<file path="config.mk">
export PLATFORM = sky130hd
export DESIGN_NAME = mem_arbiter_2to1
export DESIGN_NICKNAME = d
export VERILOG_FILES = /design/src/rtl/mem_arbiter_2to1.sv
export SDC_FILE = /design/constraint.sdc
export NUM_CORES = 1
export LEC_CHECK = 0
export CELL_PAD_IN_SITES_DETAIL_PLACEMENT = 0
export CELL_PAD_IN_SITES_GLOBAL_PLACEMENT = 1
export CORE_AREA = 3 3 149 151
export CTS_CLUSTER_SIZE = 20
export DETAILED_ROUTE_END_ITERATION = 16
export DIE_AREA = 0 0 152 154
export PLACE_DENSITY_LB_ADDON = 0.1
export SKIP_CTS_REPAIR_TIMING = 1
export SLEW_MARGIN = 40
export SYNTH_ARGS = -nofsm -noshare
export SYNTH_HDL_FRONTEND = slang
export SYNTH_SLANG_ARGS = --single-unit
export TNS_END_PERCENT = 30
</file>
<file path="constraint.sdc">
create_clock -name clk -period 3.2 [get_ports clk]
set_clock_uncertainty 0.15 [all_clocks]
set_input_delay 0.48 -clock clk [delete_from_list [all_inputs] [get_ports clk]]
set_output_delay 0.48 -clock clk [all_outputs]
set_load 0.01 [all_outputs]
</file>
<file path="src/rtl/mem_arbiter_2to1.sv">
// mem_arbiter_2to1: round-robin 2:1 memory port arbiter with in-order response steering
module mem_arbiter_2to1 #(
    parameter type t_req_msg  = logic [77:0],
    parameter type t_resp_msg = logic [45:0],
    parameter int  p_max_inflight = 4
) (
    input  logic       clk,
    input  logic       rst_n,
    input  t_req_msg   client_req_msg  [2],
    input  logic [1:0] client_req_val,
    output logic [1:0] client_req_rdy,
    output t_resp_msg  client_resp_msg [2],
    output logic [1:0] client_resp_val,
    input  logic [1:0] client_resp_rdy,
    output t_req_msg   mem_req_msg,
    output logic       mem_req_val,
    input  logic       mem_req_rdy,
    input  t_resp_msg  mem_resp_msg,
    input  logic       mem_resp_val,
    output logic       mem_resp_rdy
);
    localparam int PW = p_max_inflight > 1 ? $clog2(p_max_inflight) : 1;
    localparam int CW = $clog2(p_max_inflight + 1);

    logic          prio, lock_val, lock_id, gnt, head_id, not_full, has_resp, push, pop;
    logic          fifo [p_max_inflight];
    logic [PW-1:0] head, tail;
    logic [CW-1:0] count;

    always_comb begin
        gnt             = lock_val ? lock_id : (&client_req_val) ? prio : client_req_val[1];
        not_full        = count < CW'(p_max_inflight);
        head_id         = fifo[head];
        has_resp        = rst_n && count != '0;
        mem_req_msg     = client_req_msg[gnt];
        mem_req_val     = rst_n && client_req_val[gnt] && not_full;
        client_req_rdy  = (rst_n && mem_req_rdy && not_full) ? (gnt ? 2'b10 : 2'b01) : 2'b00;
        client_resp_msg[0] = mem_resp_msg;
        client_resp_msg[1] = mem_resp_msg;
        client_resp_val = (has_resp && mem_resp_val) ? (head_id ? 2'b10 : 2'b01) : 2'b00;
        mem_resp_rdy    = has_resp && client_resp_rdy[head_id];
        push            = mem_req_val && mem_req_rdy;
        pop             = mem_resp_val && mem_resp_rdy;
    end

    // an offered but unaccepted request pins the grant so its message stays stable
    always_ff @(posedge clk or negedge rst_n) begin
        if (!rst_n) begin
            prio     <= 1'b0;
            lock_val <= 1'b0;
            lock_id  <= 1'b0;
            head     <= '0;
            tail     <= '0;
            count    <= '0;
            for (int i = 0; i < p_max_inflight; i++) fifo[i] <= 1'b0;
        end else begin
            if (push) begin
                fifo[tail] <= gnt;
                tail       <= tail == PW'(p_max_inflight - 1) ? '0 : tail + 1'b1;
                prio       <= ~gnt;
                lock_val   <= 1'b0;
            end else if (mem_req_val) begin
                lock_val <= 1'b1;
                lock_id  <= gnt;
            end
            if (pop) head <= head == PW'(p_max_inflight - 1) ? '0 : head + 1'b1;
            count <= count + CW'(push) - CW'(pop);
        end
    end
endmodule

</file>
==> metrics.cfg, run 1 <==
[detailed_routing]
via_per_inst=3.45
vias=2378
routed_wl_um=13700
drtIter0Drc=64
post_drt_wl_per_cell_um=19.8
drc=0
first_pass_iters=4
drtAntennaViolNets=0

[finish]
drive_above_1_share=0.0482
utilization=0.234
antennaDiodeCount=0
synthToLayoutAreaGrowth_pct=100
num-nets-final=635

[worst_setup_path]
cp_max_fo=10
critical_path_arrival_ns=2.51
ff2ff_setup_slack_ns=0.48
cp_slowest_stage_delay_ns=0.51
cp_slowest_cell=clkdlybuf4s50_1
critPathKind=input pin to output port
crit_top_cell=clkdlybuf4s50_1
crit_chain=clkdlybuf4s50_1 -> inv_1 -> a211o_1 -> nand2_4 -> buf_6 -> mux2_1 -> clkdlybuf4s50_1
worst_setup_path_start_kind=input pin
r2r_cells=10
timing.rr.start=head[0]
r2r-end=count[2]
critPathRequiredTime_ns=2.57
cp-end-kind=output port

[logic_synthesis]
ys_warn_count=0
syn_inst=254
synth_edf_count=0
seq_area_frac_synth=0.143
async_flop_share=1.00
ys.flop_type=dfrtp_1
synth_nets=472
syn_area_per_cell_um2=9.64
ys_types=27
ys_ff_latch=14
syn_area_um2=2450

[power]
switching_share=0.392
power_mw=2.67
combinationalPowerShare=0.779
peakVddDrop_mv=0.197
p_per_area_nw_per_um2=544
p_int_mw=1.62
clkPwrFrac=0.086
seq_power_share=0.135
leakage_nw=2.41
p_switching_mw=1.04

[run]
max_cap_viol_count=0

[floorplanning]
die_h_um=154
die_x_um=152
start_util=0.117
dieArea_um2=23400
io-pin-count=386
rows=53
core_um2=21000

[grt]
antenna_found_initial=0
grt_pass1_wl_um=19200
first_global_vias=2611
grt_usage=0.110
overflow=0
grt_max_degree=30

[clocking]
clockRootBuffer=clkbuf_16
ctsLongestPathBuffers=2
numCtsBuffers=3
cts_max_level=1
cts_sinks=14
clk_latency_ns=0.24
cts_tree=done
clkTransAtPathRegs_ns=0.05

[place]
port_buffers=247
hpwl_um=12200
gp_congestion=0.826

[hold_path]
whs_path_depth=2
hp-class=flop to flop
hp-start=prio
min_to=prio

[sta]
finalSetupViolCount=0
worstMarginPinSlew_ns=0.305
fmax_mhz=318
report.final.slew_viol_count=0
fin_crit_ns=3.14
finalCritPeriodShare=0.983
slew_headroom=0.796
rsz0062_at_grt=yes
final-hold-violation-count=0
finalHoldWorstSlack_ns=0.362

[run_status]
outcome=complete, no violations

area by class of cell:
type / instances / area, um^2
clock buffer: 3 / 75.1
fill: 2291 / 16100
inverter: 8 / 30.0
multi-input combinational: 131 / 1320
sequential: 14 / 350
tap: 275 / 344
timing repair buffer: 259 / 2780
how the worst max path moves through the flow:
stage	start	endpoint	slack [ns]
after floorplan	head[0]	count[2]	0.60
after global placement	client_req_val[1]	mem_req_msg[76]	-0.07
after detailed placement	client_req_val[1]	mem_req_msg[76]	-0.02
after CTS	client_req_val[1]	mem_req_msg[76]	-0.04
after global routing	client_req_val[1]	mem_req_msg[26]	-0.05
final	client_req_val[1]	mem_req_msg[26]	0.06
flip-flops by register name, indices dropped and copies added, names as in the netlist:
name      count
fifo          4
count         3
head          2
tail          2
lock_id       1
lock_val      1
prio          1
cells in the final DEF (no fill, tap or decap), types with 4 or more instances in the layout:
cell               n
clkdlybuf4s50_1  176
mux2_1            81
dlymetal6s2s_1    71
dfrtp_1           14
nor2_1             9
buf_4              8
inv_1              7
ha_1               7
a21oi_1            5
a41oi_1            4
Yosys cell counts (all sizes together) (2+ instances only):
cell | instances | area, um^2
nor2 | 9 | 33.8
inv | 7 | 26.3
o21ai | 3 | 15.0
dfrtp | 14 | 350
mux2i | 3 | 30.0
o31ai | 2 | 15.0
xnor2 | 2 | 17.5
mux2 | 81 | 912
a21oi | 5 | 25.0
nand2 | 4 | 15.0
buf | 101 | 753
a41oi | 4 | 35.0
ha | 7 | 87.6
worst max-delay path, delay by kind of cell:
family                 cells  cell delay, ns
buffers and inverters      4            1.25
muxes                      1            0.36
and+or+nand+nor            1            0.15
AOI/OAI and AO/OA          1            0.27
metrics by stage:
step                area (um^2)  cells  setup slack (ns)  setup TNS (ns)
floorplan                  2450    254             0.603               0
global placement           4650    687           -0.0656          -0.416
detailed placement         4650    687           -0.0189         -0.0691
CTS                        4720    690           -0.0421          -0.377
global route               4900    690           -0.0497          -0.135
finish                     4900    690            0.0559               0
power groups by stage:
stage / registers (mW) / clock network (mW) / logic (mW)
2_1_floorplan: 0.337 / 0 / 1.14
4_1_cts: 0.360 / 0.239 / 2.22
3_5_place_dp: 0.362 / 0 / 2.21
6_report: 0.360 / 0.230 / 2.08
5_1_grt: 0.377 / 0.247 / 2.26
3_3_place_gp: 0.363 / 0 / 2.20
logic make-up after synthesis:
kind of cell	Yosys count	synth area share
XOR/XNOR	2	0.00716
buffers and inverters	109	0.320
AO/OA/AOI/OAI	19	0.0608
AND/OR/NAND/NOR	17	0.0307
flip-flops	14	0.143
adder cells (fa/ha/maj)	8	0.0440
multiplexers	85	0.394
routing by layer:
layer	wire, um	up-vias	global-route usage
li1	-	1107	-
met1	4720	1104	0.112
met2	7690	151	0.222
met3	1040	16	0.0366
met4	208	0	0.0154
met5	0	-	0
No activity file was read; power rests on OpenSTA's default activity.
==> inputs of run 2 (changes only) <==
--- a/config.mk
+++ b/config.mk
@@ -7,10 +7,10 @@
 export LEC_CHECK = 0
 export CELL_PAD_IN_SITES_DETAIL_PLACEMENT = 0
 export CELL_PAD_IN_SITES_GLOBAL_PLACEMENT = 1
-export CORE_AREA = 3 3 149 151
+export CORE_AREA = 3 3 148 150
 export CTS_CLUSTER_SIZE = 20
 export DETAILED_ROUTE_END_ITERATION = 16
-export DIE_AREA = 0 0 152 154
+export DIE_AREA = 0 0 151 153
 export PLACE_DENSITY_LB_ADDON = 0.1
 export SKIP_CTS_REPAIR_TIMING = 1
 export SLEW_MARGIN = 40
==> constraint.sdc (replaced) <==
create_clock -name clk -period 4 [get_ports clk]
set_clock_uncertainty 0.15 [all_clocks]
set_input_delay 0.6 -clock clk [delete_from_list [all_inputs] [get_ports clk]]
set_output_delay 0.6 -clock clk [all_outputs]
set_load 0.01 [all_outputs]
==> run 2 against run 1 <==
Compared with the run above: die area fell by 1.3%; sequential power fell by 20%; cell count fell by 0.72%; critical endpoint is now mem_req_msg[6]; cell area fell by 4.3%; largest cell class unchanged; sequential share of layout area rose by 0.32 points.
==> metrics.cfg, run 2 (same netlist as run 1, synthesis figures left out) <==
[detailed_routing]
post_drt_wl_per_cell_um=18.1
vias=2321
drc=0
drtAntennaViolNets=0
routed_wl_um=12400
via_per_inst=3.39
first_pass_iters=4
drtIter0Drc=32

[power]
p_int_mw=1.35
leakage_nw=1.73
p_per_area_nw_per_um2=468
seq_power_share=0.132
clkPwrFrac=0.097
switching_share=0.383
combinationalPowerShare=0.771
peakVddDrop_mv=0.198
p_switching_mw=0.840

[finish]
num-fill-cells=2264
synthToLayoutAreaGrowth_pct=91.6
multi_input_area_um2=1320
largest_registers=fifo (4), count (3)
drive_above_1_share=0.0366
seq_area_um2=350
final_area_um2=4690
final_cells=685
final_cell_mix=clkdlybuf4s50_1 (247), mux2_1 (81), dfrtp_1 (14), nor2_1 (9)
antennaDiodeCount=0
largest_reg_flops=4
layout_commonest_cell=clkdlybuf4s50_1
regMostFlops=fifo
num-nets-final=629

[hold_path]
hp-class=flop to flop

[floorplanning]
dieArea_um2=23100
start_util=0.118
io-pin-count=386
die_x_um=151
core_um2=20800
rows=53
die_h_um=153

[sta]
report.final.slew_viol_count=0
final-hold-violation-count=0
fin_crit_ns=3.62
fmax_mhz=276
slew_headroom=0.802
rsz0062_at_grt=no
finalSetupViolCount=0
finalCritPeriodShare=0.904
setup_tns_ns=0
worstMarginPinSlew_ns=0.297
layout_setup_ws_ns=0.383
finalHoldWorstSlack_ns=0.371

[place]
hpwl_um=11100
dp.cells=681
postPlaceCellArea_um2=4600
dpl_worst_slack_ns=0.346
port_buffers=247
gp_congestion=0.732

[grt]
grt_usage=0.0978
grt_pass1_wl_um=16900
first_global_vias=2501
grt_max_degree=37
overflow=0
antenna_found_initial=0

[worst_setup_path]
cp-end-kind=output port
cp_top_family=buffers and inverters
cp_slowest_cell=clkdlybuf4s50_1
crit_top_cell=clkdlybuf4s50_1
worst_setup_path_start_kind=input pin
critical_path_arrival_ns=2.87
critPathRequiredTime_ns=3.25
critPathBufInv=4
crit_chain=clkdlybuf4s50_1 -> inv_1 -> a211o_1 -> nand2_4 -> buf_12 -> mux2_1 -> clkdlybuf4s50_1
critPathKind=input pin to output port
cp_max_fo=36
cp_slowest_stage_delay_ns=0.51

[clocking]
ctsLongestPathBuffers=2
cts_sinks=14
clk_latency_ns=0.25
cts_max_level=1
clockRootBuffer=clkbuf_16
clkTransAtPathRegs_ns=0.05
cts_tree=done
numCtsBuffers=3

[run]
max_cap_viol_count=0

[run_status]
outcome=complete, no violations

==> run 2: area by class of cell <==
type	count	share of cell area
sequential	14	0.0747
clock buffer	4	0.0189
inverter	8	0.00640
timing repair buffer	253	0.545
tap	275	0.0734
multi-input combinational	131	0.282
==> run 2: path summary, 6_finish.rpt <==
| check | slack [ns] | end | startpoint | cells after the start |
|---|---|---|---|---|
| max in group asynchronous | 3.00 | fifo[0] | rst_n | 2 |
| hold reg to reg | 0.37 | prio | prio | 2 |
| setup reg to reg | 1.18 | count[2] | head[0] | 10 |
| min in group asynchronous | 0.51 | count[1] | rst_n | 2 |
| setup / recovery | 0.38 | mem_req_msg[6] | client_req_val[1] | 7 |
| hold / removal | 0.37 | prio | prio | 2 |
==> run 2: power groups by stage <==
stage | logic (mW) | clock network [mW] | registers [mW]
final | 1.69 | 0.214 | 0.289
after global routing | 1.83 | 0.225 | 0.301
after CTS | 1.75 | 0.219 | 0.293
after detailed placement | 1.73 | 0 | 0.294
after global placement | 1.73 | 0 | 0.293
after floorplan | 0.916 | 0 | 0.270
==> run 2: worst min-delay path, stage by stage, from the launching register on <==
cell,delay [ns]
dfrtp_1,0.36
clkinv_1,0.06
mux2i_1,0.06
==> run 2: through the flow <==
step           total power [mW]  utilization
2_1_floorplan              1.19            -
3_3_place_gp               2.03        0.221
3_5_place_dp               2.03        0.221
4_1_cts                    2.26        0.225
5_1_grt                    2.36        0.225
6_report                   2.19        0.225
==> run 2: layer usage <==
layer / share of wire / vias to the layer above / track usage
li1: - / 1095 / -
met1: 0.32 / 1059 / 0.0954
met2: 0.57 / 158 / 0.199
met3: 0.11 / 9 / 0.0326
met4: 0.0061 / 0 / 0.0130
met5: 0 / - / 0
==> inputs of run 3 (changes only) <==
--- a/config.mk
+++ b/config.mk
@@ -8,6 +8,7 @@
 export CELL_PAD_IN_SITES_DETAIL_PLACEMENT = 0
 export CELL_PAD_IN_SITES_GLOBAL_PLACEMENT = 1
 export CORE_AREA = 3 3 148 150
+export CTS_BUF_LIST = sky130_fd_sc_hd__clkbuf_4 sky130_fd_sc_hd__clkbuf_8 sky130_fd_sc_hd__clkbuf_16
 export CTS_CLUSTER_SIZE = 20
 export DETAILED_ROUTE_END_ITERATION = 16
 export DIE_AREA = 0 0 151 153
==> results of run 3 <==
No change in the layout: final DEF, timing and power equal those of run 2.
